**src/rtl/wb_led_pwm_if.sv**
```systemverilog
// Pipelined Wishbone bus bundle (32-bit data, byte selects) shared by
// the SoC masters and the LED PWM peripheral.
interface wb_if;
    logic        cyc;
    logic        stb;
    logic        we;
    logic [31:0] adr;
    logic [31:0] wdata;
    logic [3:0]  sel;
    logic [31:0] rdata;
    logic        ack;
    logic        err;
    logic        stall;

    modport master (
        output cyc, stb, we, adr, wdata, sel,
        input  rdata, ack, err, stall
    );

    modport slave (
        input  cyc, stb, we, adr, wdata, sel,
        output rdata, ack, err, stall
    );
endinterface

```
**src/rtl/wb_led_pwm.sv**
```systemverilog
// Wishbone LED controller: per-channel shadowed PWM duty on a shared prescaled counter.
// Define WB_LED_PWM_BLINK_EN to build the BLINK register, period counter and blink phase.
module wb_led_pwm #(
    parameter int unsigned size     = 'h1000,
    parameter int unsigned NUM_LEDS = 4,
    parameter int unsigned PWM_BITS = 8
) (
    input  logic                clk,
    input  logic                rst,
    wb_if.slave                 wb,
    output logic [NUM_LEDS-1:0] led
);
    localparam int AW = $clog2(size);
    localparam int IW = AW - 2;

    function automatic logic [31:0] merge_sel(input logic [31:0] cur,
                                              input logic [31:0] nw,
                                              input logic [3:0]  be);
        logic [31:0] res;
        for (int b = 0; b < 4; b++) begin
            res[b*8 +: 8] = be[b] ? nw[b*8 +: 8] : cur[b*8 +: 8];
        end
        return res;
    endfunction

    logic [IW-1:0]       idx;
    logic                acc;
    logic                mapped;
    logic                hit_ctrl;
    logic                hit_presc;
    logic                hit_status;
    logic                hit_blink;
    logic [NUM_LEDS-1:0] hit_duty;
    logic [31:0]         rd_val;
    logic [31:0]         wr_val;

    logic [NUM_LEDS-1:0] ctrl;
    logic [15:0]         presc;
    logic [15:0]         pc;
    logic [PWM_BITS-1:0] cnt;
    logic [PWM_BITS-1:0] pend [NUM_LEDS];
    logic [PWM_BITS-1:0] act  [NUM_LEDS];
    logic                presc_wr;
    logic                tick;
    logic                wrap;

    logic [NUM_LEDS-1:0] blink_mask;
    logic [15:0]         half;
    logic                phase;

    logic                ack_p1;
    logic                err_p1;
    logic [31:0]         rdata_p1;

    logic                unused_bits;

    assign idx = wb.adr[AW-1:2];
    assign acc = wb.cyc & wb.stb;
    assign unused_bits = ^{wb.adr[31:AW], wb.adr[1:0], wr_val};

    always_comb begin
        hit_ctrl   = (idx == IW'(0));
        hit_presc  = (idx == IW'(1));
        hit_status = (idx == IW'(2));
`ifdef WB_LED_PWM_BLINK_EN
        hit_blink  = (idx == IW'(3));
`else
        hit_blink  = 1'b0;
`endif
        for (int i = 0; i < NUM_LEDS; i++) begin
            hit_duty[i] = (idx == IW'(4 + i));
        end
        mapped = hit_ctrl | hit_presc | hit_status | hit_blink | (|hit_duty);

        rd_val = '0;
        if (hit_ctrl)   rd_val[NUM_LEDS-1:0] = ctrl;
        if (hit_presc)  rd_val[15:0] = presc;
        if (hit_status) begin
            rd_val[PWM_BITS-1:0] = cnt;
            rd_val[31]           = phase;
        end
        if (hit_blink) begin
            rd_val[NUM_LEDS-1:0] = blink_mask;
            rd_val[31:16]        = half;
        end
        for (int i = 0; i < NUM_LEDS; i++) begin
            if (hit_duty[i]) rd_val[PWM_BITS-1:0] = pend[i];
        end

        // Readback of a writable register is its zero-extended value, so it
        // doubles as the merge base for byte-select writes.
        wr_val = merge_sel(rd_val, wb.wdata, wb.sel);
    end

    // Bus response stage: ack/err/read data one clock after acceptance
    always_ff @(posedge clk) begin
        if (rst) begin
            ack_p1   <= 1'b0;
            err_p1   <= 1'b0;
            rdata_p1 <= '0;
            ctrl     <= '0;
            presc    <= '0;
            for (int i = 0; i < NUM_LEDS; i++) pend[i] <= '0;
        end else begin
            ack_p1   <= acc & mapped;
            err_p1   <= acc & ~mapped;
            rdata_p1 <= (acc & ~wb.we) ? rd_val : '0;
            if (acc & wb.we) begin
                if (hit_ctrl)  ctrl  <= wr_val[NUM_LEDS-1:0];
                if (hit_presc) presc <= wr_val[15:0];
                for (int i = 0; i < NUM_LEDS; i++) begin
                    if (hit_duty[i]) pend[i] <= wr_val[PWM_BITS-1:0];
                end
            end
        end
    end

    assign wb.ack   = ack_p1;
    assign wb.err   = err_p1;
    assign wb.rdata = rdata_p1;
    assign wb.stall = 1'b0;

    // A PRESC write restarts the prescaler and swallows a coincident tick.
    assign presc_wr = acc & wb.we & hit_presc;
    assign tick     = (pc == presc) & ~presc_wr;
    assign wrap     = tick & (cnt == '1);

    // PWM stage: counters, shadow load at period start, registered LED drive
    always_ff @(posedge clk) begin
        if (rst) begin
            pc  <= '0;
            cnt <= '0;
            led <= '0;
            for (int i = 0; i < NUM_LEDS; i++) act[i] <= '0;
        end else begin
            pc <= (presc_wr || (pc == presc)) ? 16'd0 : pc + 16'd1;
            if (tick) cnt <= cnt + PWM_BITS'(1);
            if (wrap) begin
                for (int i = 0; i < NUM_LEDS; i++) act[i] <= pend[i];
            end
            for (int i = 0; i < NUM_LEDS; i++) begin
                led[i] <= ctrl[i] & (cnt < act[i]) & ~(blink_mask[i] & phase);
            end
        end
    end

`ifdef WB_LED_PWM_BLINK_EN
    logic [15:0] pcnt;

    // Blink stage: phase flips after HALF+1 completed PWM periods
    always_ff @(posedge clk) begin
        if (rst) begin
            blink_mask <= '0;
            half       <= '0;
            pcnt       <= '0;
            phase      <= 1'b0;
        end else if (acc & wb.we & hit_blink) begin
            blink_mask <= wr_val[NUM_LEDS-1:0];
            half       <= wr_val[31:16];
            pcnt       <= '0;
            phase      <= 1'b0;
        end else if (wrap) begin
            if (pcnt == half) begin
                pcnt  <= '0;
                phase <= ~phase;
            end else begin
                pcnt <= pcnt + 16'd1;
            end
        end
    end
`else
    assign blink_mask = '0;
    assign half       = '0;
    assign phase      = 1'b0;
`endif

endmodule
```
**src/flat_wrapper.sv**
```systemverilog
// flat-port wrapper written by rule: the top's interface ports become plain ports
module wb_led_pwm_flat 
#(
    parameter int unsigned size     = 'h1000,
    parameter int unsigned NUM_LEDS = 4,
    parameter int unsigned PWM_BITS = 8
)
  (clk, rst, led, wb_cyc, wb_stb, wb_we, wb_adr, wb_wdata, wb_sel, wb_rdata, wb_ack, wb_err, wb_stall);
  wb_if wb_i ();
  input  logic clk;
  input  logic rst;
  output logic [NUM_LEDS-1:0] led;
  input wire logic [$bits(wb_i.cyc)-1:0] wb_cyc;
  input wire logic [$bits(wb_i.stb)-1:0] wb_stb;
  input wire logic [$bits(wb_i.we)-1:0] wb_we;
  input wire logic [$bits(wb_i.adr)-1:0] wb_adr;
  input wire logic [$bits(wb_i.wdata)-1:0] wb_wdata;
  input wire logic [$bits(wb_i.sel)-1:0] wb_sel;
  output wire logic [$bits(wb_i.rdata)-1:0] wb_rdata;
  output wire logic [$bits(wb_i.ack)-1:0] wb_ack;
  output wire logic [$bits(wb_i.err)-1:0] wb_err;
  output wire logic [$bits(wb_i.stall)-1:0] wb_stall;
  assign wb_i.cyc = wb_cyc;
  assign wb_i.stb = wb_stb;
  assign wb_i.we = wb_we;
  assign wb_i.adr = wb_adr;
  assign wb_i.wdata = wb_wdata;
  assign wb_i.sel = wb_sel;
  assign wb_rdata = wb_i.rdata;
  assign wb_ack = wb_i.ack;
  assign wb_err = wb_i.err;
  assign wb_stall = wb_i.stall;
  wb_led_pwm #(.size(size), .NUM_LEDS(NUM_LEDS), .PWM_BITS(PWM_BITS)) u_core (.clk(clk), .rst(rst), .wb(wb_i), .led(led));
endmodule
```
**config.mk**
```make
export PLATFORM = sky130hd
export DESIGN_NAME = wb_led_pwm_flat
export DESIGN_NICKNAME = d
export VERILOG_FILES = /design/src/rtl/wb_led_pwm_if.sv /design/src/rtl/wb_led_pwm.sv /design/src/flat_wrapper.sv
export SDC_FILE = /design/constraint.sdc
export NUM_CORES = 1
export LEC_CHECK = 0
export CAP_MARGIN = 20
export CORE_ASPECT_RATIO = 1.5
export CORE_MARGIN = 10
export CORE_UTILIZATION = 54
export CTS_BUF_LIST = sky130_fd_sc_hd__clkbuf_4 sky130_fd_sc_hd__clkbuf_8 sky130_fd_sc_hd__clkbuf_16
export DETAILED_ROUTE_END_ITERATION = 10
export PLACE_DENSITY = 0.81
export SLEW_MARGIN = 20
export SYNTH_ARGS = -nofsm -noshare
export SYNTH_HDL_FRONTEND = slang
export SYNTH_SLANG_ARGS = --single-unit
export TNS_END_PERCENT = 100
```
**constraint.sdc**
```tcl
create_clock -name clk -period 3.3 [get_ports clk]
set_clock_uncertainty 0.05 [all_clocks]
set_input_delay 0.33 -clock clk [delete_from_list [all_inputs] [get_ports clk]]
set_output_delay 0.33 -clock clk [all_outputs]
set_load 0.01 [all_outputs]
```
==> metrics.log <==
[metrics] via count of the first global-routing pass: 5,398
[metrics] most instantiated flip-flop cell in the synthesis netlist: dfxtp_1
[metrics] unique cell type count in the Yosys netlist: 65
[metrics] fraction of registers with async set/reset: 0
[metrics] TritonCTS Buffers: 17
[metrics] Post-Syn Instances: 659
[metrics] CTS sink count: 130
[metrics] Hold Buf Count CTS: 0
[metrics] max-cap violation count: 0
[metrics] flip-flop and latch count after synthesis: 130
[metrics] finished layout cell area: 0.008046 mm^2
[metrics] post-synthesis to final-layout area growth: 19.11%
[metrics] starting utilization of the core area: 0.5454
[metrics] count of nets left with antenna violations after detail routing: 0
[metrics] dpl cell area: 0.007432 mm^2
[metrics] maximum number of pins on one net before global-route repair: 64
[metrics] Vias/cell: 5.854
[metrics] clock-pin slew on the worst setup and hold paths: 0.06 ns
[metrics] clock root buffer: clkbuf_16
[metrics] worst-case headroom to the max-slew limit: 0.4363
[metrics] type of destination of the critical path: flop
[metrics] count of final setup violators: 0
[metrics] Peak Freq: 382.2 MHz
[metrics] CTS tree: done
[metrics] routability congestion estimate: 1.010
[metrics] Worst-Skew Late Latency: 0.42 ns
[metrics] clock buffer depth: 2
[metrics] TritonRoute pass-1 iters: 5
[metrics] Die W: 111.3 um
[metrics] peak supply drop: 278.3 uV
[metrics] wire length per cell: 19.91 um
[metrics] CP arrival: 2.68 ns
[metrics] top cell type by total area after synthesis: edfxtp_1
[metrics] total leakage power: 3.170 nW
[metrics] largest cells by area after synthesis: edfxtp_1 (28%), dfxtp_1 (20%), ha_1 (5.6%)
[metrics] CP Class: reg2reg
[metrics] overall via count from detail_route: 5,222
[metrics] Pint: 3.023 mW
[metrics] Iteration-0 DRC Markers: 363
[metrics] EDFF count, synth: 64
[metrics] sequential element share of the synthesized area: 0.4801
[metrics] global-route wire length before repair: 28,040 um
[metrics] Synth warnings: 0
[metrics] cell area after synthesis: 0.006755 mm^2
[metrics] Post-CTS Setup Inserts: 0
[metrics] part of the total power dissipated in combinational logic: 0.067
[metrics] hold crit path type: in2reg
[metrics] Slew Viols, Final: 0
[metrics] most frequent cell after synthesis: dfxtp_1
[metrics] post-route worst hold slack: 0.3225 ns
[metrics] time the worst path needs with I/O delays and setup: 2.616 ns
[metrics] ports placed on the boundary: 112
[metrics] worst slack after detailed placement: 0.2948 ns
[metrics] number of port buffers: 54
[metrics] antenna violations before repair: 0
[metrics] fraction of layout instances using a drive strength above 1: 0.1347
[metrics] final worst path period share: 0.7929
[metrics] hold path startpoint: rst
[metrics] number of nets in the finished design: 825
[metrics] proportion of netlist area held by the largest area contributor: 0.2845
[metrics] crit path max fanout: 16
[metrics] worst path setup slack after routing: 0.6835 ns
[metrics] total DRC errors in the routed layout: 0
[metrics] number of cell rows: 50
[metrics] core footprint: 0.01239 mm^2
[metrics] run status: completed
[metrics] wire length after detailed routing: 17,760 um
[metrics] die area: 0.01748 mm^2
[metrics] CTS-repair resized insts: 0
[metrics] post-layout utilization of the core: 0.6496
[metrics] Sequential Power Share: 0.449
[metrics] FF-to-FF Start: u_core.presc[0]$_SDFFE_PP0P_
[metrics] GRT overflow: 0
[metrics] switching power: 0.8836 mW
[metrics] clock share of power: 0.484
[metrics] Worst Setup SP: u_core.presc[0]$_SDFFE_PP0P_
[metrics] Cell Pwr Density: 485.5 mW/mm^2
[metrics] GRT Total Usage: 0.2016
[metrics] transition at the pin with the smallest max-transition slack: 0.8455 ns
[metrics] synthesized area per cell: 10.25 um^2
[metrics] height of the die: 157.0 um
[metrics] Startpoint Class: flop
[metrics] Synth top cells by count: dfxtp_1 (66), edfxtp_1 (64), nor2_1 (64)
[metrics] sum of net half-perimeters after detailed placement: 12,950 um
[metrics] Post-Route Setup TNS: 0 ns
[metrics] Crit path required time: 3.36 ns
[metrics] unrepaired setup endpoints after global routing: false
[metrics] number of hold violations in the final report: 0
[metrics] CTS H-tree lvls: 4
[metrics] switching portion of total power: 0.2262
metrics by stage:
stage               cells  total power [mW]
detailed placement    859             2.039
finish                892             3.907
global placement      859             2.032
floorplan             675             1.941
global route          891             4.006
CTS                   891             3.906
power by group through the flow:
| stage | clock [mW] | combinational, mW | sequential [mW] |
|---|---|---|---|
| floorplan | 0 | 0.166 | 1.77 |
| global placement | 0 | 0.246 | 1.79 |
| detailed placement | 0 | 0.253 | 1.79 |
| CTS | 1.89 | 0.257 | 1.75 |
| global route | 1.97 | 0.279 | 1.76 |
| finish | 1.89 | 0.260 | 1.76 |
cell usage in the layout, fill, tap and decap left out, types with 4 or more instances in the layout:
cell,netlist,routed
or4_1,9,9
o21ai_1,10,10
o21ai_0,7,7
or3_1,4,4
a31oi_1,4,4
a21oi_1,28,28
a211oi_1,5,5
edfxtp_1,64,64
nor4_1,5,5
o211ai_1,4,4
o31ai_1,4,4
nor3b_2,29,29
clkbuf_16,0,19
buf_4,18,23
nor2b_1,5,5
mux2i_1,7,7
nand2b_1,11,11
nor3_1,6,6
o21bai_1,4,4
xnor2_1,6,6
and2_1,13,13
nand3b_1,7,7
xor2_1,24,24
inv_1,35,35
nor2_1,64,64
nand3_1,22,22
nand4_1,5,5
clkdlybuf4s50_1,0,53
o21a_1,4,4
ha_1,30,30
clkinv_4,0,5
dfxtp_1,66,66
nand2_1,55,55
and3_1,14,14
conb_1,1,17
a21o_1,11,11
a32o_1,4,4
metal layers:
metal / GRT usage / vias to the layer above / wire length (um)
li1: - / 2428 / -
met1: 0.2110 / 2460 / 6601
met2: 0.3476 / 273 / 8898
met3: 0.05905 / 61 / 1317
met4: 0.1277 / 0 / 940
met5: 0 / - / 0
worst max-delay path, stage by stage, from the launching register on:
cell      delay [ns]
dfxtp_1         0.47
xor2_1          0.13
nor4_1          0.33
nand4_1         0.14
buf_4           0.22
or4_1           0.55
nand2b_1        0.15
buf_4           0.25
cells by family after synthesis:
kind of cell,Yosys count,synth area share
AND/OR/NAND/NOR,268,0.2356
adder cells (fa/ha/maj),30,0.05557
other,1,0.0005551
multiplexers,13,0.02037
flip-flops,130,0.4801
AO/OA/AOI/OAI,103,0.1071
XOR/XNOR,30,0.03890
buffers and inverters,84,0.06186
final timing paths:
path / slack [ns] / depth (start not counted) / end
setup / recovery: 0.68 / 7 / u_core.act[0][1]$_SDFFCE_PN0P_
hold / removal: 0.32 / 3 / u_core.wb.err$_SDFF_PP0_
setup reg to reg: 0.68 / 7 / u_core.act[0][1]$_SDFFCE_PN0P_
hold reg to reg: 0.43 / 2 / u_core.presc[14]$_SDFFE_PP0P_
state kept, by name (all words and copies together) (netlist names):
name             cells
u_core.cnt           8
u_core.led           4
u_core.wb.err        1
u_core.pc           16
u_core.wb.ack        1
u_core.wb.rdata     16
u_core.pend         32
u_core.act          32
u_core.ctrl          4
u_core.presc        16
cell type report:
type / count / area (um^2)
tap: 156 / 195.2
multi-input combinational: 461 / 3154
inverter: 35 / 131.4
clock buffer: 22 / 516.7
fill: 927 / 4340
antenna: 1 / 2.502
sequential: 130 / 3243
timing repair buffer: 77 / 708.2
clock inverter: 10 / 95.09
(Power assumes the default switching activity.)
